--- config.mk ---
export PLATFORM = sky130hd
export DESIGN_NAME = qam_rx_demap
export DESIGN_NICKNAME = d
export VERILOG_FILES = /design/src/rtl/qam_rx_demap.sv
export SDC_FILE = /design/constraint.sdc
export NUM_CORES = 1
export LEC_CHECK = 0
export ABC_AREA = 1
export CORE_ASPECT_RATIO = 1.75
export CORE_MARGIN = 2
export CORE_UTILIZATION = 39
export CTS_CLUSTER_DIAMETER = 120
export DETAILED_ROUTE_END_ITERATION = 7
export SYNTH_ARGS = -nofsm -noshare
export SYNTH_HDL_FRONTEND = slang
export SYNTH_SLANG_ARGS = --single-unit
export TNS_END_PERCENT = 50
--- constraint.sdc ---
create_clock -name clk -period 3.91 [get_ports clk]
set_clock_uncertainty 0.2 [all_clocks]
set_input_delay 0.782 -clock clk [delete_from_list [all_inputs] [get_ports clk]]
set_output_delay 0.782 -clock clk [all_outputs]
set_load 0.01 [all_outputs]
--- src/rtl/qam_rx_demap.sv ---
// qam_rx_demap: picks one oversampled I/Q sample per symbol, slices it to the
// nearest QPSK/QAM16/QAM64 point, Gray-decodes it to bits and queues the
// result in a small output FIFO with a valid/ready handshake.
module qam_rx_demap #(
    parameter int IW         = 8,
    parameter int OSR        = 4,
    parameter int CNT_W      = 4,
    parameter int FIFO_DEPTH = 4,
    parameter int DW         = 6
) (
    input  logic                 clk,
    input  logic                 reset,
    input  logic                 in_valid,
    input  logic signed [IW-1:0] i_in,
    input  logic signed [IW-1:0] q_in,
    input  logic                 sync,
    input  logic [CNT_W-1:0]     phase_sel,
    input  logic [1:0]           mode,
    output logic [CNT_W-1:0]     counter_v,
    output logic signed [3:0]    i_dec,
    output logic signed [3:0]    q_dec,
    output logic [DW-1:0]        og_data,
    output logic                 og_valid,
    input  logic                 out_ready,
    output logic [15:0]          sym_count,
    output logic [7:0]           overflow_cnt
);

    localparam int AW = $clog2(FIFO_DEPTH);
    localparam logic [CNT_W:0] OSR_W = (CNT_W + 1)'(OSR);

    // Clamp x|1 into [-lim, lim]. lim is odd, so clamping on x itself gives
    // the same result as clamping x|1, and in range only the low bits matter.
    function automatic logic [3:0] slice_level(input logic signed [IW-1:0] x,
                                               input logic [2:0] lim);
        logic signed [IW-1:0] lim_s;
        lim_s = $signed({{(IW-3){1'b0}}, lim});
        if (x > lim_s)
            return {1'b0, lim};
        else if (x < -lim_s)
            return ~{1'b0, lim} + 4'd1;
        else
            return {x[3:1], 1'b1};
    endfunction

    // Map a level in [-lim, lim] to its index n = (level+lim)/2, then Gray code.
    function automatic logic [2:0] level_gray(input logic [3:0] level,
                                              input logic [2:0] lim);
        logic [2:0] n;
        n = 3'((level + {1'b0, lim}) >> 1);
        return n ^ (n >> 1);
    endfunction

    logic [CNT_W-1:0] cnt;
    logic [CNT_W-1:0] cur_phase;
    logic [CNT_W:0]   next_phase;
    logic             take;

    logic                 s1_valid;
    logic signed [IW-1:0] s1_i;
    logic signed [IW-1:0] s1_q;
    logic [1:0]           s1_mode;

    logic [2:0]    lim;
    logic [3:0]    lvl_i;
    logic [3:0]    lvl_q;
    logic [2:0]    gray_i;
    logic [2:0]    gray_q;
    logic [DW-1:0] sym_w;

    logic          s2_valid;
    logic [DW-1:0] s2_data;

    logic [DW-1:0] mem [FIFO_DEPTH];
    logic [AW:0]   wr_ptr;
    logic [AW:0]   rd_ptr;
    logic          empty;
    logic          full;
    logic          pop;
    logic          push_ok;
    logic          drop;

    assign counter_v = cnt;

    // Phase of the current sample (sync forces 0) and the phase after it.
    always_comb begin
        cur_phase  = sync ? '0 : cnt;
        next_phase = {1'b0, cur_phase} + (CNT_W + 1)'(1);
        if (next_phase >= OSR_W)
            next_phase = '0;
        take = in_valid && (cur_phase == phase_sel) && ({1'b0, phase_sel} < OSR_W);
    end

    // Phase counter advances on every valid sample.
    always_ff @(posedge clk) begin
        if (reset)
            cnt <= '0;
        else if (in_valid)
            cnt <= next_phase[CNT_W-1:0];
    end

    // Stage 1 captures the chosen sample together with its own mode.
    always_ff @(posedge clk) begin
        if (reset) begin
            s1_valid <= 1'b0;
            s1_i     <= '0;
            s1_q     <= '0;
            s1_mode  <= 2'b00;
        end else begin
            s1_valid <= take;
            if (take) begin
                s1_i    <= i_in;
                s1_q    <= q_in;
                s1_mode <= mode;
            end
        end
    end

    // Slicer and Gray mapper; mode 11 behaves as QAM16.
    always_comb begin
        case (s1_mode)
            2'b00:   lim = 3'd1;
            2'b10:   lim = 3'd7;
            default: lim = 3'd3;
        endcase
        lvl_i  = slice_level(s1_i, lim);
        lvl_q  = slice_level(s1_q, lim);
        gray_i = level_gray(lvl_i, lim);
        gray_q = level_gray(lvl_q, lim);
        sym_w  = '0;
        case (s1_mode)
            2'b00:   sym_w[5:0] = {4'b0000, gray_i[0], gray_q[0]};
            2'b10:   sym_w[5:0] = {gray_i, gray_q};
            default: sym_w[5:0] = {2'b00, gray_i[1:0], gray_q[1:0]};
        endcase
    end

    // Stage 2 registers the decoded symbol and the sliced levels.
    always_ff @(posedge clk) begin
        if (reset) begin
            s2_valid <= 1'b0;
            s2_data  <= '0;
            i_dec    <= '0;
            q_dec    <= '0;
        end else begin
            s2_valid <= s1_valid;
            if (s1_valid) begin
                s2_data <= sym_w;
                i_dec   <= lvl_i;
                q_dec   <= lvl_q;
            end
        end
    end

    // A write into a full FIFO only succeeds when the head leaves on the same edge.
    always_comb begin
        empty   = (wr_ptr == rd_ptr);
        full    = (wr_ptr[AW] != rd_ptr[AW]) && (wr_ptr[AW-1:0] == rd_ptr[AW-1:0]);
        pop     = !empty && out_ready;
        push_ok = s2_valid && (!full || pop);
        drop    = s2_valid && full && !pop;
    end

    assign og_valid = !empty;
    assign og_data  = empty ? '0 : mem[rd_ptr[AW-1:0]];

    // FIFO storage needs no reset; the pointers decide what is visible.
    always_ff @(posedge clk) begin
        if (push_ok)
            mem[wr_ptr[AW-1:0]] <= s2_data;
    end

    // FIFO pointers plus the written and dropped symbol counters.
    always_ff @(posedge clk) begin
        if (reset) begin
            wr_ptr       <= '0;
            rd_ptr       <= '0;
            sym_count    <= '0;
            overflow_cnt <= '0;
        end else begin
            if (pop)
                rd_ptr <= rd_ptr + 1'b1;
            if (push_ok) begin
                wr_ptr    <= wr_ptr + 1'b1;
                sym_count <= sym_count + 16'd1;
            end
            if (drop && overflow_cnt != 8'hFF)
                overflow_cnt <= overflow_cnt + 8'd1;
        end
    end

endmodule

==> results of run 1 <==
[layout make-up]
cell class                 count  area share
inverter                      73      0.0497
timing repair buffer          73       0.131
tap                          132      0.0300
clock buffer                  10      0.0454
multi-input combinational    361       0.353
clock inverter                 6     0.00908
sequential                    93       0.382
[layer usage]
metal	GRT usage	up-vias	routed length (um)
met4	0.0484	0	104
met5	0	-	0
met2	0.305	54	5100
met1	0.164	1656	3760
li1	-	1925	-
met3	0.0337	6	243
[flip-flops by register name, summed over array words and instances, names as in the netlist, named ones only]
name          count
mem              24
s1_mode           2
rd_ptr            3
s2_valid          1
i_dec             4
counter_v         4
sym_count        16
s1_i              8
overflow_cnt      8
s1_valid          1
wr_ptr            3
s2_data           6
s1_q              8
q_dec             3
[worst max-delay path, cell delays in order, from the launching register on]
cell and delay (ps):
dfxtp_1 330, inv_1 110, nand2_2 160, ha_1 300
a21oi_1 140, nor2_1 50, o21ai_0 260, nand2_1 130
nand2_1 80, nand3_1 80, and2_1 150, ha_1 180
inv_1 60, fa_1 450, xor2_1 230, nor3_1 70
a221oi_1 220, nor2_1 60
[logic make-up (layout without fill, tap and decap cells)]
family / count (synthesis) / in the layout / synth area share
xor gates and xnor gates: 15 / 15 / 0.0299
DFF: 93 / 93 / 0.478
adders and majority gates: 20 / 20 / 0.0603
and+or+nand+nor: 207 / 207 / 0.206
buffers and inverters: 90 / 162 / 0.0791
AOI/OAI and AO/OA: 119 / 119 / 0.146
[synthesized netlist by cell type, drive strengths merged (5+ instances only)]
| cell | n |
|---|---|
| o32ai | 8 |
| nor3 | 11 |
| ha | 18 |
| nor2 | 73 |
| nand4 | 5 |
| clkbuf | 12 |
| edfxtp | 24 |
| nand3 | 23 |
| dfxtp | 69 |
| a21oi | 49 |
| nand2 | 87 |
| inv | 72 |
| buf | 5 |
| o21ai | 55 |
| xor2 | 12 |
[power by group]
group / leakage, nW / switching (W) / internal [W]
Sequential: 0.787 / 0.0000203 / 0.000996
Clock: 0.147 / 0.000376 / 0.000479
Combinational: 1.24 / 0.000107 / 0.0000960
[worst min path at each step]
| stage | start | endpoint | slack [ps] | cells past startpoint |
|---|---|---|---|---|
| final | counter_v[2] | counter_v[2] | 260 | 2 |
| after detailed placement | counter_v[2] | counter_v[2] | 250 | 2 |
| after global placement | counter_v[2] | counter_v[2] | 250 | 2 |
| after CTS | counter_v[2] | counter_v[2] | 260 | 2 |
| after floorplan | s1_i[5] | s1_i[5] | 240 | 2 |
| after global routing | counter_v[2] | counter_v[2] | 280 | 2 |
[metrics by stage]
stage / std cells / util / setup slack, ps / power [W] / hold WS [ps]
2_1_floorplan: 544 / - / 499 / 0.00115 / 237
4_1_cts: 748 / 0.499 / 508 / 0.00210 / 258
5_1_grt: 748 / 0.499 / 179 / 0.00217 / 280
3_3_place_gp: 732 / 0.472 / 661 / 0.00124 / 247
3_5_place_dp: 732 / 0.472 / 534 / 0.00124 / 247
6_report: 748 / 0.499 / 527 / 0.00207 / 258
[cell usage in the layout, fill, tap and decap left out, types with 2 or more instances in the layout]
cell type | Yosys | routed
edfxtp_1 | 24 | 24
fa_1 | 2 | 2
o211ai_1 | 2 | 2
nor4_1 | 2 | 2
o21ai_0 | 54 | 54
nor2_1 | 71 | 71
a21oi_1 | 48 | 48
xor2_1 | 12 | 12
nand2_1 | 83 | 83
inv_1 | 72 | 72
nor3_1 | 8 | 8
dfxtp_1 | 69 | 69
clkbuf_16 | 0 | 10
ha_1 | 18 | 18
nand3_1 | 23 | 23
xnor2_1 | 3 | 3
nand4_1 | 4 | 4
o32ai_1 | 8 | 8
a31oi_1 | 3 | 3
nand2_2 | 4 | 4
nor3_2 | 2 | 2
clkdlybuf4s50_1 | 0 | 69
inv_6 | 0 | 2
buf_4 | 1 | 4
==> metrics.yaml, run 1 <==
cts:
  clock_path_buffers: 2
  htreeDepth: 3
  cts_num_sinks: 93
  cts_tree: "done"
  cts_setup_buffers: 0
  cts_resized: 0
  path_clk_slew_ps: 70
  worstSkewPairLatency_ps: 340
  holdBufCountCts: 0
  cts_buffers: 9
  root_buffer: "clkbuf_16"
yosys:
  syn_avg_cell_area_um2: 8.08
  syn_area_um2: 4400
  async_flop_share: 0
  yosys-top-cells-area: "dfxtp_1, edfxtp_1, nand2_1"
  yosys_warnings: 0
  ys_seq_elements: 93
  yosysTopAreaCellShare: 0.314
  synth-edff-count: 24
  synthesis.nets: 591
  synth_cells: 544
  yosysTopAreaCell: "dfxtp_1"
  yosysUniqueCellTypes: 39
  yosysSeqAreaShare: 0.478
  synthFlopType: "dfxtp_1"
job:
  cap_violations: 0
setup_path:
  reg2reg_to: "s2_data[2]"
  crit_start: "s1_mode[0]"
  reg2reg_from: "s1_mode[0]"
  start_kind: "register"
  regToRegSetupSlack_ps: 530
  worstRegToRegCells: 17
  path_class: "register to register"
  cp.required_ps: 3930
  critPathCapture: "s2_data[2]"
  arrival_ps: 3400
  cp-end-kind: "register"
  cp_max_fo: 11
finish:
  final-seq-area_um2: 2100
  n_antenna_cell: 0
  layout.nets: 658
  drive_above_1_share: 0.0536
  multi_input_area_um2: 1950
  fin_area_um2: 5510
  syn2layout_area_growth_pct: 25.3
  nFillCells: 1093
sta:
  fin_crit_sh: 0.865
  setup_tns_ps: 0
  setup_viol: 0
  fmax_mhz: 296
  slew_headroom: 0.524
  slew_violations: 0
  hold_violations: 0
  rsz0062_at_grt: "false"
  finalCriticalPeriod_ps: 3380
  worst_pin_slew_ps: 712
die:
  io_pins: 70
  rows: 51
  start_util: 0.398
  core_um2: 11000
  die_h_um: 144
  fp.dieW_um: 84.3
  die_area_um2: 12200
routing:
  drtIter0Drc: 166
  routedWlPerCell_um: 12.3
  totalWireLength_um: 9210
  ant_nets: 0
  dr_total_vias: 3641
  viasPerCell: 4.87
  drtPass1Iterations: 4
  drc: 0
global_route:
  grt_overflow_total: 0
  grt_start_max_net_pins: 46
  antenna_found_initial: 0
  grt_pass1_vias: 3479
  track_usage: 0.156
  grt_first_pass_wirelength_um: 15400
place:
  finalWeightedCongestion: 0.802
  port_buffers: 69
  place_hpwl_um: 6990
  placed_area_um2: 5210
power:
  p_leak_nw: 2.17
  pwr_density_cell_nw_per_um2: 376
  vdd_drop_max_v: 0.000276
outcome:
  status: "finished clean"
min_path:
  hp-class: "register to register"
No activity file was read; power rests on OpenSTA's default activity.
==> inputs of run 2 (changes only) <==
--- a/config.mk
+++ b/config.mk
@@ -11,6 +11,7 @@
 export CORE_UTILIZATION = 39
 export CTS_CLUSTER_DIAMETER = 120
 export DETAILED_ROUTE_END_ITERATION = 7
+export PLACE_DENSITY = 0.63
 export SYNTH_ARGS = -nofsm -noshare
 export SYNTH_HDL_FRONTEND = slang
 export SYNTH_SLANG_ARGS = --single-unit
==> constraint.sdc (replaced) <==
create_clock -name clk -period 3.7 [get_ports clk]
set_clock_uncertainty 0.2 [all_clocks]
set_input_delay 0.74 -clock clk [delete_from_list [all_inputs] [get_ports clk]]
set_output_delay 0.74 -clock clk [all_outputs]
set_load 0.01 [all_outputs]
==> run 2 against run 1 <==
  * Wire length rose by 3.0%
  * Sequential share of layout area up 0.22 points
  * Final area is 0.57% lower
  * Hold slack got worse by 2.8 ps
  * Power is 1.4% higher
  * First-iteration DRC count rose by 20%
==> metrics.yaml, run 2 (synthesis gave the netlist of run 1 again) <==
outcome:
  status: "finished clean"
routing:
  ant_nets: 0  # unchanged
  drtPass1Iterations: 4  # unchanged
  viasPerCell: 5.00  # +2.7%
  drc: 0  # unchanged
  dr_total_vias: 3745  # +2.9%
  totalWireLength_um: 9490  # +3.0%
  drtIter0Drc: 200  # +20%
  routedWlPerCell_um: 12.7  # +2.9%
sta:
  finalCriticalPeriod_ps: 3330  # -55.1 ps
  fmax_mhz: 301  # +1.7%
  setup_slack_ps: 373  # -155 ps
  setup_viol: 0  # unchanged
  fin_crit_sh: 0.899  # +0.0342
  slew_violations: 0  # unchanged
  hold_violations: 0  # unchanged
  rsz0062_at_grt: "false"
  worst_pin_slew_ps: 709  # -2.70 ps
  slew_headroom: 0.526  # +0.00181
  setup_tns_ps: 0  # unchanged
setup_path:
  regToRegSetupSlack_ps: 370  # -150 ps
  start_kind: "register"
  arrival_ps: 3340  # -60 ps
  cp-end-kind: "register"
  cp.required_ps: 3720  # -210 ps
  cp_max_fo: 6  # -5
  path_class: "register to register"
cts:
  worstSkewPairLatency_ps: 330  # about the same
  root_buffer: "clkbuf_16"
  path_clk_slew_ps: 60  # about the same
  cts_setup_buffers: 0  # unchanged
  clock_path_buffers: 2  # unchanged
  htreeDepth: 3  # unchanged
  cts_num_sinks: 93  # unchanged
  cts_tree: "done"
  cts_buffers: 9  # unchanged
global_route:
  grt_start_max_net_pins: 46  # unchanged
  track_usage: 0.162  # +0.00532
  grt_overflow_total: 0  # unchanged
  grt_first_pass_wirelength_um: 15900  # +3.1%
  grt_pass1_vias: 3580  # +2.9%
  antenna_found_initial: 0  # unchanged
die:
  core_um2: 11000  # unchanged
  die_area_um2: 12200  # unchanged
  die_h_um: 144  # unchanged
  fp.dieW_um: 84.3  # unchanged
  rows: 51  # unchanged
  io_pins: 70  # unchanged
  start_util: 0.398  # unchanged
place:
  port_buffers: 69  # unchanged
  finalWeightedCongestion: 0.887  # +11%
  place_hpwl_um: 7110  # +1.7%
  place_ws_ps: 273  # -261 ps
  placed_cells: 733  # +0.14%
power:
  p_leak_nw: 2.16  # -0.82%
  pwr_density_cell_nw_per_um2: 384  # +2.0%
  vdd_drop_max_v: 0.000223  # -19%
finish:
  multi_input_area_um2: 1950  # unchanged
  n_antenna_cell: 0  # unchanged
  largest_reg_flops: 24  # unchanged
  drive_above_1_share: 0.0486  # -0.00495
  final-seq-area_um2: 2100  # unchanged
  most-common-layout-cells: "nand2_1, inv_1, nor2_1"
  fin_cells: 749  # +0.13%
  syn2layout_area_growth_pct: 24.6
  mostFrequentLayoutCell: "nand2_1"
  layout.nets: 659  # +0.15%
  nFillCells: 1081  # -1.1%
job:
  cap_violations: 0  # unchanged
min_path:
  hp-class: "register to register"
[run 2: final cells by class]
cell class / count / share of cell area
sequential: 93 / 0.384
multi-input combinational: 361 / 0.355
timing repair buffer: 74 / 0.133
inverter: 73 / 0.0500
clock buffer: 11 / 0.0425
tap: 132 / 0.0302
clock inverter: 5 / 0.00525
[run 2: worst paths after layout]
path / start / end / cells after the start
hold reg to reg: counter_v[2] / counter_v[2] / 2
setup reg to reg: s1_mode[1] / s2_data[2] / 19
hold / removal: counter_v[2] / counter_v[2] / 2
setup / recovery: s1_mode[1] / s2_data[2] / 19
[run 2: critical path, stage by stage (launching register included)]
cell      delay (ps)
dfxtp_1          300
inv_1             60
nor2_1           120
inv_1            140
ha_1             320
inv_1             60
nor3_1           200
o32ai_1          110
nand2_1           70
nand2_1           70
inv_1             80
nand2_1           60
and2_1           170
ha_1             180
inv_1             60
fa_1             440
xor2_1           230
nor3_1            70
a221oi_1         210
nor2_1            60
[run 2: through the flow]
step	util	hold slack, ps	instance area [um2]	power [W]
after floorplan	-	237	4400	0.00122
after global placement	0.473	248	5220	0.00131
after detailed placement	0.473	251	5220	0.00131
after CTS	0.496	260	5480	0.00213
after global routing	0.496	269	5480	0.00220
final	0.496	255	5480	0.00210
[run 2: layer usage]
layer  vias up  share of wire  GRT usage
met5         -              0          0
met4         0          0.019     0.0654
met3        13          0.022     0.0303
met2        44           0.56      0.315
met1      1752           0.39      0.167
li1       1936              -          -
[run 2: power by group]
part	leakage (nW)	total [W]	switching [W]	internal [W]
logic	1.24	0.000214	0.000113	0.000102
registers	0.787	0.00107	0.0000208	0.00105
clock network	0.125	0.000816	0.000365	0.000451
total	2.16	0.00210	0.000498	0.00161
[run 2: timing repair]
action                                 in CTS  in global routing
hold buffers                                0                  0
resized for setup                           0                  1
endpoints found under the hold margin       0                  0
setup endpoints to repair                   0                  1
==> inputs of run 3 (changes only) <==
--- a/config.mk
+++ b/config.mk
@@ -12,6 +12,7 @@
 export CTS_CLUSTER_DIAMETER = 120
 export DETAILED_ROUTE_END_ITERATION = 7
 export PLACE_DENSITY = 0.63
+export SLEW_MARGIN = 20
 export SYNTH_ARGS = -nofsm -noshare
 export SYNTH_HDL_FRONTEND = slang
 export SYNTH_SLANG_ARGS = --single-unit
==> results of run 3 <==
No change in the layout: final DEF, timing and power equal those of run 2.
